File: config.mk
export PLATFORM = sky130hd
export DESIGN_NAME = whack_round_engine
export DESIGN_NICKNAME = d
export VERILOG_FILES = /design/src/rtl/whack_round_engine.sv
export SDC_FILE = /design/constraint.sdc
export NUM_CORES = 1
export LEC_CHECK = 0
export ABC_AREA = 1
export ABC_CLOCK_PERIOD_IN_PS = 2300
export BUFFER_PORTS_ARGS = -buffer_cell sky130_fd_sc_hd__buf_2
export CORE_ASPECT_RATIO = 0.6
export CORE_UTILIZATION = 60
export DETAILED_ROUTE_END_ITERATION = 8
export GPL_TIMING_DRIVEN = 0
export PLACE_DENSITY = 0.91
export SLEW_MARGIN = 20
export SYNTH_ARGS = -nofsm -noshare
export SYNTH_HDL_FRONTEND = slang
export SYNTH_SLANG_ARGS = --single-unit
File: constraint.sdc
create_clock -name clk -period 2.3 [get_ports clk]
set_input_delay 0.46 -clock clk [delete_from_list [all_inputs] [get_ports clk]]
set_output_delay 0.46 -clock clk [all_outputs]
set_load 0.01 [all_outputs]
File: src/rtl/whack_round_engine.sv
// Whack-a-mole round engine: LFSR hole pick, show/arm/gap timing, hit edge scoring, miss count; outputs register one cycle after the deciding edge.
// Build option WHACK_PENALTY_EN: an armed wrong-hole edge costs one point (saturating at zero).
module whack_round_engine #(
    parameter int          MOLES     = 4,
    parameter int          SCORE_W   = 8,
    parameter int          SHOW_CYC  = 100_000_000,
    parameter int          ARM_CYC   = 50_000_000,
    parameter int          GAP_CYC   = 25_000_000,
    parameter int          MAX_MISS  = 3,
    parameter logic [15:0] LFSR_SEED = 16'hACE1
) (
    input  logic               clk,
    input  logic               Reset,
    input  logic               start,
    input  logic [MOLES-1:0]   hit,
    output logic [MOLES-1:0]   mole_onehot,
    output logic [SCORE_W-1:0] score_out,
    output logic [3:0]         miss_count,
    output logic               wren,
    output logic               round_done,
    output logic               game_over,
    output logic               busy
);
    localparam int IDX_W   = (MOLES > 1) ? $clog2(MOLES) : 1;
    localparam int CNT_MAX = (SHOW_CYC > GAP_CYC) ? SHOW_CYC : GAP_CYC;
    localparam int CNT_W   = $clog2(CNT_MAX + 1);
    localparam logic [CNT_W-1:0] SHOW_LAST = CNT_W'(SHOW_CYC - 1);
    localparam logic [CNT_W-1:0] GAP_LAST  = CNT_W'(GAP_CYC - 1);
    localparam logic [CNT_W-1:0] ARM_LIM   = CNT_W'(ARM_CYC);
    localparam logic [3:0]       MISS_LIM  = 4'(MAX_MISS);

    typedef enum logic [1:0] {IDLE, SHOW, GAP, OVER} state_t;

    state_t             state, state_nxt;
    logic [CNT_W-1:0]   cnt, cnt_nxt;
    logic [15:0]        lfsr;
    logic [MOLES-1:0]   hit_prev, hit_edge, mole_nxt;
    logic [IDX_W-1:0]   prev_idx, prev_nxt, pick_idx;
    logic [SCORE_W-1:0] score_nxt;
    logic [3:0]         miss_nxt;
    logic               wren_nxt, done_nxt, armed, hit_good;
`ifdef WHACK_PENALTY_EN
    logic               hit_bad;
`endif

    assign hit_edge  = hit & ~hit_prev;
    assign armed     = (cnt >= ARM_LIM);
    assign hit_good  = armed && |(hit_edge & mole_onehot);
`ifdef WHACK_PENALTY_EN
    assign hit_bad   = armed && |(hit_edge & ~mole_onehot);
`endif
    assign game_over = (state == OVER);
    assign busy      = (state == SHOW) || (state == GAP);

    // A repeated pick moves to the next hole; the index wraps because MOLES is a power of two.
    assign pick_idx = (lfsr[IDX_W-1:0] == prev_idx) ? lfsr[IDX_W-1:0] + IDX_W'(1)
                                                    : lfsr[IDX_W-1:0];

    always_comb begin
        state_nxt = state;
        cnt_nxt   = cnt;
        score_nxt = score_out;
        miss_nxt  = miss_count;
        mole_nxt  = mole_onehot;
        prev_nxt  = prev_idx;
        wren_nxt  = 1'b0;
        done_nxt  = 1'b0;
        case (state)
            IDLE, OVER: begin
                if (start) begin
                    score_nxt = '0;
                    miss_nxt  = '0;
                    mole_nxt  = MOLES'(1) << pick_idx;
                    prev_nxt  = pick_idx;
                    cnt_nxt   = '0;
                    state_nxt = SHOW;
                end
            end
            SHOW: begin
                if (hit_good) begin
                    if (score_out != '1) begin
                        score_nxt = score_out + SCORE_W'(1);
                        wren_nxt  = 1'b1;
                    end
                    done_nxt  = 1'b1;
                    mole_nxt  = '0;
                    cnt_nxt   = '0;
                    state_nxt = GAP;
                end else begin
`ifdef WHACK_PENALTY_EN
                    if (hit_bad && score_out != '0) begin
                        score_nxt = score_out - SCORE_W'(1);
                        wren_nxt  = 1'b1;
                    end
`endif
                    if (cnt == SHOW_LAST) begin
                        miss_nxt  = miss_count + 4'd1;
                        done_nxt  = 1'b1;
                        mole_nxt  = '0;
                        cnt_nxt   = '0;
                        state_nxt = (miss_nxt == MISS_LIM) ? OVER : GAP;
                    end else begin
                        cnt_nxt = cnt + CNT_W'(1);
                    end
                end
            end
            GAP: begin
                if (cnt == GAP_LAST) begin
                    mole_nxt  = MOLES'(1) << pick_idx;
                    prev_nxt  = pick_idx;
                    cnt_nxt   = '0;
                    state_nxt = SHOW;
                end else begin
                    cnt_nxt = cnt + CNT_W'(1);
                end
            end
            default: state_nxt = IDLE;
        endcase
    end

    always_ff @(posedge clk) begin
        if (Reset) begin
            state       <= IDLE;
            cnt         <= '0;
            lfsr        <= LFSR_SEED;
            hit_prev    <= '0;
            prev_idx    <= '0;
            mole_onehot <= '0;
            score_out   <= '0;
            miss_count  <= '0;
            wren        <= 1'b0;
            round_done  <= 1'b0;
        end else begin
            state       <= state_nxt;
            cnt         <= cnt_nxt;
            // Galois form of x^16+x^14+x^13+x^11+1, shifting right.
            lfsr        <= lfsr[0] ? ((lfsr >> 1) ^ 16'hB400) : (lfsr >> 1);
            hit_prev    <= hit;
            prev_idx    <= prev_nxt;
            mole_onehot <= mole_nxt;
            score_out   <= score_nxt;
            miss_count  <= miss_nxt;
            wren        <= wren_nxt;
            round_done  <= done_nxt;
        end
    end
endmodule

[Word-level counts from Yosys, hierarchy flattened]
Index checks and enable logic that the tools add are counted.
Word-level totals
  memory bits (writable): 0
  bits of input ports: 7
  memories kept: 0
  register bits: 69
  output and inout port bits: 20
  word-level logic and storage cells: 82
  ROM bits: 0
  bits in latches: 0
Cells by class
  reductions and logical operators: 13
  bitwise gates (word level): 6
  divide/modulo/power cells: 0
  $mul: 0
  magnitude comparators: 1
  $add $sub $neg: 4
  muxes and demuxes: 32
  equal/unequal tests: 15
  shift operators: 1
Operators by type and width (count)
  2-to-1 mux 27 bit: 4
  case mux 27 bit (3 select lines): 1
  2-to-1 mux 4 bit: 7
  adder 27 x 1 -> 27 bit (second input constant): 1
  equality test 27 x 25 -> 1 bit (second input constant): 1
  equality test 27 bit (second input constant): 1
  greater-or-equal comparator 27 x 26 -> 1 bit (second input constant): 1
  2-to-1 mux 8 bit: 3
  2-to-1 mux 16 bit: 1
  case mux 8 bit (2 select lines): 1
  2-to-1 mux 2 bit: 7
  case mux 4 bit (3 select lines): 1
  adder 8 x 1 -> 8 bit (second input constant): 1
  AND 4 bit: 2
  inequality test 8 bit (second input constant): 1
  case mux 4 bit (2 select lines): 1
  AND reduction 4 bit: 2
  inequality test 2 x 1 -> 1 bit (second input constant): 3
  inequality test 2 bit (second input constant): 3
  case mux 2 bit (3 select lines): 1
  AND reduction 3 bit: 2
  adder 4 x 1 -> 4 bit (second input constant): 1
  equality test 2 bit (second input constant): 2
  equality test 4 x 2 -> 1 bit (second input constant): 1
  other kinds (17): 23

[Longest topological paths before layout]
Gate-level depths: netlist of run 1.
  depth in word-level cells: 7
  gate-level depth with buffers: 14
  depth with buffers taken out: 13

[Worst setup path before layout of run 1]
No wires, ideal clock.
  kind: register to register
  start: register state[0]
  end: register miss_count[1]
  data arrival time: 1.673 ns
  data required time: 2.184 ns
  buffers on the path: 0
  library setup time: 0.116 ns
  cell stages (with the launch flop): 11
  setup slack: 0.511 ns
  period minus slack after synthesis: 1.789 ns
  path through: dfxtp_1 > inv_1 > ha_1 > inv_2 > nor2_1 > a21oi_1 > inv_2 > nor2_2 > nand2_1 > o21ai_0 > nor2_1
Between the ends
  cells in the longest elaborated chain, start to end: 4
  elaborated cells on any way between the ends: 10
  those cells by class: 5 x eq/ne; 1 x mux; 4 x reduce/logical
RTL lines
  start: declaration: line 34  | state_t state, state_nxt;
  start signal: assignment: line 134  | state <= state_nxt;
  equality test 2 bit or logical NOT 2 bit (tied branches): line 68  | case (state)
  OR reduction 2 bit: line 68
  inequality test 2 bit (no source line) or nonzero test 2 bit (tied branches)
  AND reduction 4 bit (no source line)
  end signal: assignment: line 142  | miss_count <= miss_nxt;
  end: declaration: line 18  | output logic [3:0] miss_count,
Parallel ways exist; a longest one is shown, timed or not.
A chain may end at the register's enable or synchronous reset.

[Final worst setup path of run 1]
  start: register state[0]
  end: output port busy
Between the ends
  cells in the longest elaborated chain, start to end: 2
  elaborated cells on any way between the ends: 3
  those cells by class: 2 x eq/ne; 1 x reduce/logical
RTL lines
  equality test 2 x 1 -> 1 bit or equality test 2 bit (tied branches): line 53  | assign busy = (state == SHOW) || (state == GAP);
  logical OR 1 bit *: line 53
  end: declaration: line 22  | output logic busy
Every way passes the cells marked *; elsewhere a longest branch is shown, timed or not.

==> qor.csv, run 1 <==
stage;metric;value;unit
outcome;status;complete, no violations;
worst_hold_path;hold_path.class;primary input to register;
power;leakage;1.84;nW
power;p_int;2.50;mW
sta;fin_worst_skew;8.29;ps
drt;drc_errors;0;
sta;hold_viol_final;0;
power;p_per_area;1030;nW/µm²
drt;route.antenna.remaining_nets;0;
power;swShare;44.2;%
clocking;cts_sinks;69;
global_routing;overflow;0;
finish;finalCoreUtilization;70.2;%
finish;ff_latch_area;1380;µm²
global_routing;track_usage;30.0;%
sta;tightest_slew;610;ps
finish;drive_above_1_share;17.7;%
finish;num_antenna_cells;0;
critical_path;crit_fanout;10;
global_routing;grt_pass1_wl;15900;µm
critical_path;r2r_cells;8;
drt;post_drt_wl_per_cell;13.9;µm
global_routing;grt_pass1_vias;3371;
clocking;cts_resized;0;
placement;port-buffer-count;25;
clocking;cts_tree;yes;
critical_path;end_kind;primary output;
clocking;htreeDepth;3;
power;seq_power_share;32.3;%
critical_path;r2r-end;cnt[22];
synth;ys.flop_type;dfxtp_1;
finish;filler_cell_count;509;
clocking;hold_buffers;0;
sta;setup-violations-final;0;
synth;ys_seq_elements;69;
sta;finalMaxSlewViolations;0;
synth;synth_cells;569;
critical_path;timing.rr.start;state[0];
clocking;post_cts_buffers;0;
sta;hold_ws;306;ps
finish;multiInputGateArea;2120;µm²
sta;slew_headroom;59.3;%
synth;async_flop_share;0;%
floorplanning;start_util;63.0;%
flow_run;drv_cap;0;
global_routing;grt_antenna_before_repair;0;
power;power_switching;1.98;mW
power;pwr-share-comb;44.6;%
floorplanning;rows;22;
clocking;cts_buffers;9;
worst_hold_path;hold_start;hit[1];
critical_path;ff2ff_setup_slack;100;ps
critical_path;crit_arrival;1750;ps
sta;finalCritPeriodShare;96.3;%
floorplanning;core_area;6190;µm²
synth;synth_cell_type_count;32;
clocking;clk_pin_slew_worst_paths;80;ps
sta;fin_crit;2210;ps
critical_path;required;1840;ps
synth;seq_area_frac_synth;35.4;%
global_routing;grt_start_max_net_pins;15;
critical_path;worst-setup-path-type;register to primary output;
clocking;cts-root-buf;clkbuf_8;
critical_path;cp-start-kind;register;
synth;ys.warnings.count;0;
drt;num_vias;3847;
clocking;insertion_delay;370;ps
synth;syn_area_per_cell;6.85;µm²
floorplanning;die-area;6840;µm²
critical_path;cpPeakStageDelay;380;ps
floorplanning;die_w;106;µm
worst_hold_path;whs_path_depth;3;
drt;drt_iter0_markers;327;
clocking;cts.path.max_buffers;2;
sta;max_freq;452;MHz
worst_hold_path;holdPathEnd;hit_prev[1];
drt;viasPerCell;5.54;
critical_path;path_delay_family;buffers and inverters;
drt;drt-total-wl;9650;µm
synth;synth_edf_count;0;
power;vdd_drop_max;0.000612;V
drt;first_pass_iters;5;
floorplanning;num_io_pins;27;
placement;hpwl;7070;µm
critical_path;cp_slowest_cell;dfxtp_1;
synth;netlist_area;3900;µm²
critical_path;cp.buffers_inverters;4;
synth;syn_nets;584;
floorplanning;die_h;64.5;µm
finish;nets;620;
finish;area_growth;11.5;%
placement;gp_congestion;0.955;
critical_path;path_cells;inv_1, ha_1, inv_4, buf_4, buf_2;
power;power_frac_clock;23.1;%
==> synth_stat cells (all sizes together), types with 10 or more instances <==
library cell	count	area, µm²
o21ai	18	90.1
nand4	11	68.8
nor3	24	135
inv	74	278
nand2	126	522
dfxtp	69	1380
a21oi	51	263
xor2	11	96.3
buf	11	88.8
clkbuf	10	37.5
nor2	82	335
nand3	56	370
==> final cells by class <==
class	instances	area share (%)
Tap cell	84	2.42
Multi-Input combinational cell	405	48.8
Clock inverter	7	1.84
Sequential cell	69	31.8
Inverter	74	6.44
Clock buffer	9	2.85
Timing Repair Buffer	25	2.88
Buffer	21	2.96
==> placed cells by master, fill, tap and decap left out, types with 3 or more instances in the layout <==
cell,Yosys,layout
buf_4,3,3
nor2_1,75,75
dfxtp_1,69,69
clkbuf_1,10,8
nand2_1,116,116
nand3_1,38,38
nor2_2,5,5
o21ai_0,18,18
nand3_2,18,18
ha_1,8,8
or2_2,6,6
nand3b_1,3,3
xnor2_1,5,5
nor3_1,21,21
xor2_1,11,11
buf_2,5,30
clkbuf_8,0,9
inv_1,68,68
a21oi_2,2,3
inv_6,0,3
nand4_1,11,11
inv_2,6,5
nand2_2,7,7
a21oi_1,49,48
==> metrics by stage <==
stage | instances | setup WS (ps) | power (mW) | cell area (µm²) | TNS [ps]
finish | 694 | 85.8 | 4.47 | 4350 | 0
global route | 694 | -5.50 | 4.76 | 4350 | -7.23
CTS | 694 | 66.2 | 4.42 | 4330 | 0
detailed placement | 678 | 145 | 3.37 | 4130 | 0
global placement | 678 | 205 | 3.30 | 4130 | 0
floorplan | 569 | 511 | 2.90 | 3900 | 0
==> layer usage <==
layer	vias up	wire length [µm]	global-route usage [%]
li1	1889	-	-
met1	1788	4680	42.9
met2	143	4020	42.0
met3	27	744	8.05
met4	0	212	13.4
met5	-	0	0
==> worst register-to-register path, stage by stage, from the launching register on <==
cell      delay, ps
dfxtp_1         380
inv_1            70
ha_1            390
inv_4           110
nor2_1          290
buf_2           320
clkbuf_2        310
nand2_1          80
a21oi_1         170
==> cell families after synthesis <==
family,synth area share (%)
AO/OA/AOI/OAI,9.50
XOR/XNOR,3.59
adder cells (fa/ha/maj),2.57
buffers and inverters,10.4
flip-flops,35.4
AND/OR/NAND/NOR,38.6
==> power by group through the flow <==
stage	clock [mW]	combinational (mW)	sequential (mW)
floorplan	0	1.42	1.48
global placement	0	1.84	1.46
detailed placement	0	1.91	1.47
CTS	1.04	1.93	1.44
global route	1.11	2.19	1.46
finish	1.03	2.00	1.44
==> registers in the layout, indices dropped and copies added (netlist names) <==
name         count
cnt             27
hit_prev         4
lfsr            16
miss_count       4
mole_onehot      4
prev_idx         2
round_done       1
score_out        8
state            2
wren             1
==> worst max path at each step <==
stage / startpoint / endpoint / slack, ps / cells after the start
after global routing: state[0] / cnt[17] / -6 / 8
after floorplan: state[0] / miss_count[1] / 510 / 10
after global placement: state[0] / cnt[24] / 200 / 8
final: state[0] / busy / 90 / 5
after CTS: state[0] / busy / 70 / 5
after detailed placement: state[0] / cnt[18] / 140 / 8
(Power assumes the default switching activity.)
==> run 2: changes to the inputs <==
- ABC_AREA: 1 -> default
==> qor.csv, run 2 <==
stage;metric;value;unit;change
power;p_per_area;870;nW/µm²;-15%
clocking;cts_tree;yes;;
floorplanning;core_area;5750;µm²;-7.1%
finish;regMostFlops;cnt;;
synth;synth_cells;421;;-26%
placement;gp_congestion;0.941;;-1.5%
synth;synth_area_leader_cell;dfxtp_1;;
power;seq_power_share;34.2;%;+1.9 points
clocking;cts.path.max_buffers;2;;unchanged
synth;async_flop_share;0;%;unchanged
finish;finalCoreUtilization;78.8;%;+8.6 points
synth;synthTopCellsByArea;dfxtp_1 (37%), nand2_1 (5.2%), ha_1 (2.7%);;
finish;final_common_cell;dfxtp_1;;
drt;route.antenna.remaining_nets;0;;unchanged
finish;final_area;4530;µm²;+4.2%
drt;post_drt_wl_per_cell;20.4;µm;+47%
sta;fin_ws;-11.3;ps;-97.1 ps
clocking;htreeDepth;3;;unchanged
drt;first_pass_iters;6;;+1
sta;finalMaxSlewViolations;0;;unchanged
finish;num_antenna_cells;0;;unchanged
power;vdd_drop_max;0.000462;V;-25%
synth;synth_edf_count;0;;unchanged
critical_path;end_kind;register;;
global_routing;grt_pass1_vias;3410;;+1.2%
worst_hold_path;hold_path.class;primary input to register;;
clocking;cts_sinks;69;;unchanged
finish;largest_reg_flops;27;;unchanged
floorplanning;rows;21;;-4.5%
synth;yosysMostFrequentCell;dfxtp_1;;
synth;ys.flop_type;dfxtp_1;;
placement;port-buffer-count;25;;unchanged
synth;syn_area_per_cell;8.76;µm²;+28%
sta;grt_setup_unrepaired;true;;
power;power_frac_clock;29.1;%;+6.0 points
sta;max_freq;433;MHz;-4.2%
critical_path;required;2580;ps;+740 ps
power;power_switching;1.58;mW;-20%
outcome;status;finished, violations left;;
critical_path;worst-setup-path-type;register to register;;
global_routing;grt_antenna_before_repair;0;;unchanged
global_routing;overflow;0;;unchanged
sta;finalCritPeriodShare;100;%;+4.2 points
drt;num_vias;3812;;-0.91%
synth;syn_nets;436;;-25%
outcome;violations;negative setup slack;;
synth;seq_area_frac_synth;37.4;%;+2.0 points
critical_path;crit_arrival;2590;ps;+840 ps
power;pwr-share-comb;36.6;%;-8.0 points
sta;tightest_slew;797;ps;+187 ps
global_routing;grt_pass1_wl;17000;µm;+6.8%
drt;drt_iter0_markers;499;;+53%
finish;stdcell_count;564;;-19%
worst_hold_path;whs_path_depth;2;;-1
finish;drive_above_1_share;28.7;%;+11 points
finish;reg_top3;cnt x27, lfsr x16, score_out x8;;
critical_path;timing.rr.start;state[0];;
synth;netlist_area;3690;µm²;-5.4%
flow_run;drv_cap;0;;unchanged
synth;netlist_top_cells_count;dfxtp_1 (69), nand2_1 (51), o21ai_0 (20);;
global_routing;grt_start_max_net_pins;15;;unchanged
worst_hold_path;holdPathEnd;hit_prev[2];;
synth;synth_cell_type_count;72;;+130%
sta;fin_worst_skew;13.9;ps;+5.60 ps
placement;placedCellCount;526;;-22%
sta;hold_viol_final;0;;unchanged
worst_hold_path;hold_start;hit[2];;
sta;fin_tns_setup;-11.3;ps;-11.3 ps
critical_path;cp-start-kind;register;;
floorplanning;die-area;6480;µm²;-5.3%
power;p_int;2.36;mW;-5.4%
finish;layout_common_cells;dfxtp_1 (61), nand2_1 (49), buf_2 (28);;
floorplanning;die_w;103;µm;-2.7%
clocking;hold_buffers;0;;unchanged
clocking;insertion_delay;350;ps;-20 ps
global_routing;track_usage;34.7;%;+4.7 points
sta;fin_crit;2310;ps;+97.1 ps
clocking;cts_buffers;9;;unchanged
critical_path;r2r_cells;6;;-2
critical_path;ff2ff_setup_slack;-10;ps;-110 ps
sta;hold_ws;364;ps;+58.0 ps
synth;ys.warnings.count;0;;unchanged
clocking;clk_pin_slew_worst_paths;90;ps;about the same
drt;drt-total-wl;11500;µm;+19%
critical_path;r2r-end;score_out[4];;
finish;area_growth;22.9;%;
drt;drc_errors;0;;unchanged
finish;nets;494;;-20%
power;leakage;1.78;nW;-3.2%
placement;hpwl;6970;µm;-1.4%
critical_path;crit_fanout;10;;unchanged
floorplanning;die_h;62.7;µm;-2.7%
placement;dpl-instance-area;3910;µm²;-5.2%
sta;setup-violations-final;1;;+1
floorplanning;num_io_pins;27;;unchanged
synth;synth_top_area_share;37.4;%;+2.0 points
clocking;cts-root-buf;clkbuf_8;;
floorplanning;start_util;64.1;%;+1.1 points
synth;ys_seq_elements;69;;unchanged
sta;slew_headroom;46.7;%;-13 points
drt;viasPerCell;6.76;;+22%
power;swShare;40.2;%;-4.1 points
## run 2: changes by cell type after synthesis, moves of 10 or more
cell / before / now
a21o_1: 0 / 11
a21oi_1: 49 / 10
a221oi_1: 0 / 10
and3_1: 1 / 12
inv_1: 68 / 18
nand2_1: 116 / 51
nand3_1: 38 / 10
nand3_2: 18 / 0
nor2_1: 75 / 17
nor2b_1: 0 / 11
nor3_1: 21 / 9
## run 2: worst max path at each step
| stage | start | slack [ps] | to |
|---|---|---|---|
| 6_report | state[0] | -10 | score_out[4] |
| 5_1_grt | cnt[10] | -50 | miss_count[1] |
| 2_1_floorplan | cnt[0] | 50 | cnt[22] |
| 3_3_place_gp | cnt[0] | -220 | mole_onehot[3] |
| 4_1_cts | cnt[0] | 2 | miss_count[1] |
| 3_5_place_dp | cnt[0] | -280 | mole_onehot[1] |
## run 2: kinds of logic after synthesis
family / share of synthesized area (%)
simple gates: 27.4
compound gates: 24.6
buf+inv: 5.12
mux: 0.271
flops: 37.4
fa+ha+maj: 2.71
xor+xnor: 2.37
## run 2: area by class of cell
class | count | area, µm²
inverters | 18 | 67.6
well taps | 80 | 100
clock buffers | 9 | 124
repair buffers | 49 | 325
flip-flops and latches | 69 | 1400
clock inverters | 7 | 103
multi-input cells | 311 | 2290
fillers | 374 | 1220
plain buffers | 21 | 126
## run 2: per-stage QoR
| step | setup WS [ps] | power (mW) |
|---|---|---|
| after CTS | 2.47 | 3.67 |
| after detailed placement | -284 | 2.47 |
| after global placement | -219 | 2.42 |
| final | -11.3 | 3.94 |
| after global routing | -53.1 | 4.07 |
| after floorplan | 48.1 | 2.13 |
## run 2: critical path: stages, from the launching register on
cell and delay, ps:
dfxtp_1 420, ha_1 350, clkbuf_1 490, clkbuf_1 450, nand2_1 170, a21o_1 200
a31oi_1 160
## run 2: repair_timing
item,4_1_cts,5_1_grt
resized for setup,18,39
pin swaps,8,13
setup buffers,13,11
endpoints found under the setup margin,38,42
## run 2: power by group through the flow
stage	Combinational [mW]	Clock (mW)	Sequential, mW
finish	1.44	1.15	1.35
global route	1.51	1.20	1.36
CTS	1.19	1.14	1.34
detailed placement	1.10	0	1.37
global placement	1.06	0	1.36
floorplan	0.768	0	1.36
## run 2: routing by layer
layer | GRT usage, % | vias up | part of all wire, %
met5 | 0 | - | 0
li1 | - | 1692 | -
met3 | 9.84 | 45 | 12
met4 | 13.6 | 0 | 2.8
met1 | 47.9 | 1805 | 41
met2 | 50.8 | 270 | 44
==> run 3: changes to the inputs <==
- CORE_UTILIZATION: 60 -> 55
- PLACE_DENSITY: 0.91 -> 0.86
==> qor.csv, run 3 (synthesized netlist as in run 2, its figures left out) <==
stage;metric;value;unit;change
outcome;status;finished, violations left;;
outcome;violations;negative setup slack;;
placement;port-buffer-count;25;;unchanged
floorplanning;core_area;6300;µm²;+9.5%
floorplanning;rows;22;;+4.8%
critical_path;r2r_cells;7;;+1
power;vdd_drop_max;0.000444;V;-3.9%
power;power_frac_clock;27.6;%;-1.5 points
critical_path;cp-start-kind;register;;
critical_path;crit_fanout;9;;-1
power;p_per_area;837;nW/µm²;-3.8%
placement;dpl_worst_slack;-355;ps;-70.8 ps
sta;fin_worst_skew;7.62;ps;-6.27 ps
sta;finalCritPeriodShare;102;%;+1.6 points
drt;drt-total-wl;10800;µm;-6.7%
finish;layout_common_cells;dfxtp_1 (59), nand2_1 (49), buf_4 (30);;
critical_path;required;2610;ps;+30 ps
critical_path;worst-setup-path-type;register to register;;
finish;final_common_cell;dfxtp_1;;
sta;grt_setup_unrepaired;true;;
floorplanning;num_io_pins;27;;unchanged
power;pwr-share-comb;36.9;%;+0.3 points
sta;tightest_slew;754;ps;-43.7 ps
clocking;cts_buffers;9;;unchanged
global_routing;grt_start_max_net_pins;14;;-1
placement;hpwl;7060;µm;+1.3%
drt;drc_errors;0;;unchanged
floorplanning;die_h;65.4;µm;+4.3%
global_routing;track_usage;31.2;%;-3.5 points
sta;fin_ws;-47.2;ps;-35.9 ps
finish;reg_top3;cnt x27, lfsr x16, score_out x8;;
floorplanning;die_w;108;µm;+4.4%
global_routing;overflow;0;;unchanged
finish;nets;499;;+1.0%
drt;route.antenna.remaining_nets;0;;unchanged
drt;post_drt_wl_per_cell;18.8;µm;-8.2%
clocking;clk_pin_slew_worst_paths;80;ps;about the same
sta;fin_tns_setup;-141;ps;-130 ps
sta;fin_crit;2350;ps;+35.9 ps
drt;viasPerCell;6.53;;-3.4%
clocking;cts_sinks;69;;unchanged
critical_path;ff2ff_setup_slack;-50;ps;-40 ps
power;swShare;39.8;%;-0.33 points
floorplanning;start_util;58.5;%;-5.6 points
clocking;cts_tree;yes;;
finish;drive_above_1_share;28.4;%;-0.29 points
clocking;htreeDepth;3;;unchanged
critical_path;end_kind;register;;
sta;setup-violations-final;7;;+6
flow_run;drv_cap;0;;unchanged
finish;largest_reg_flops;27;;unchanged
finish;regMostFlops;cnt;;
floorplanning;die-area;7050;µm²;+8.9%
power;p_int;2.28;mW;-3.5%
drt;num_vias;3743;;-1.8%
global_routing;grt_pass1_wl;16600;µm;-2.2%
worst_hold_path;hold_path.class;primary input to register;;
finish;num_antenna_cells;0;;unchanged
critical_path;timing.rr.start;cnt[7];;
drt;first_pass_iters;5;;-1
sta;finalMaxSlewViolations;0;;unchanged
clocking;cts.path.max_buffers;2;;unchanged
drt;drt_iter0_markers;534;;+7.0%
critical_path;r2r-end;cnt[25];;
critical_path;startpoint;cnt[7];;
power;leakage;1.77;nW;-0.30%
global_routing;grt_pass1_vias;3311;;-2.9%
sta;slew_headroom;49.6;%;+2.9 points
sta;max_freq;426;MHz;-1.5%
finish;area_growth;22.6;%;
critical_path;crit_end;cnt[25];;
finish;filler_cell_count;468;;+25%
global_routing;grt_antenna_before_repair;0;;unchanged
clocking;cts-root-buf;clkbuf_8;;
clocking;insertion_delay;370;ps;+20 ps
critical_path;crit_arrival;2650;ps;+60 ps
power;power_switching;1.51;mW;-4.8%
placement;gp_congestion;0.976;;+3.7%
worst_hold_path;whs_path_depth;2;;unchanged
power;seq_power_share;35.5;%;+1.3 points
sta;hold_viol_final;0;;unchanged
-- run 3: cell count changes in the layout (fill, tap and decap cells not counted), sizes merged --
| cell | delta |
|---|---|
| inv | -2 |
| buf | +5 |
| bufinv | -1 |
| clkbuf | +1 |
| clkinvlp | +2 |
-- run 3: repair_timing --
item                       CTS  global route
setup buffers               15            13
setup endpoints to repair   40            43
hold buffers                 0             0
gates resized for setup     19            31
hold endpoints to repair     0             0
pin swaps                    9            15
-- run 3: power by group through the flow --
stage | clock network [mW] | logic [mW] | registers (mW)
global placement | 0 | 1.07 | 1.36
CTS | 1.06 | 1.23 | 1.34
floorplan | 0 | 0.768 | 1.36
detailed placement | 0 | 1.10 | 1.37
finish | 1.04 | 1.40 | 1.34
global route | 1.10 | 1.48 | 1.35
-- run 3: final cells by class --
class	instances	area (µm²)	share of cell area, %
multi-input combinational	311	2260	50.1
sequential	69	1400	31.0
timing repair buffer	53	348	7.69
clock buffer	10	138	3.04
buffer	22	128	2.82
tap	84	105	2.32
clock inverter	6	70.1	1.55
inverter	18	67.6	1.49
-- run 3: worst min path at each step --
stage	from	slack [ps]	end
floorplan	lfsr[12]	390	lfsr[11]
global placement	lfsr[8]	390	lfsr[7]
detailed placement	lfsr[8]	390	lfsr[7]
CTS	hit[1]	320	hit_prev[1]
global route	hit[1]	320	hit_prev[1]
finish	hit[1]	330	hit_prev[1]
-- run 3: per-layer routing --
metal / track usage [%] / vias up / part of all wire (%)
li1: - / 1704 / -
met5: 0 / - / 0
met1: 42.7 / 1782 / 43
met3: 8.53 / 26 / 11
met4: 11.3 / 0 / 2.1
met2: 47.0 / 231 / 43
-- run 3: worst max-delay path: stages (launching register included) --
cell and delay [ps]:
dfxtp_1 310, buf_4 150, nand4_1 170, nor4_4 500, nand4_1 250, or4_4 530
a221oi_2 250, a21o_1 120
-- run 3: stage by stage --
step                      instance area, µm²  power (mW)  hold slack (ps)  utilization (%)  std cells
after floorplan                         3690        2.13              389                -        421
after global placement                  3920        2.43              392             62.2        530
after detailed placement                3920        2.47              393             62.2        530
after CTS                               4330        3.63              320             68.7        561
after global routing                    4520        3.94              324             71.7        573
final                                   4520        3.78              332             71.7        573
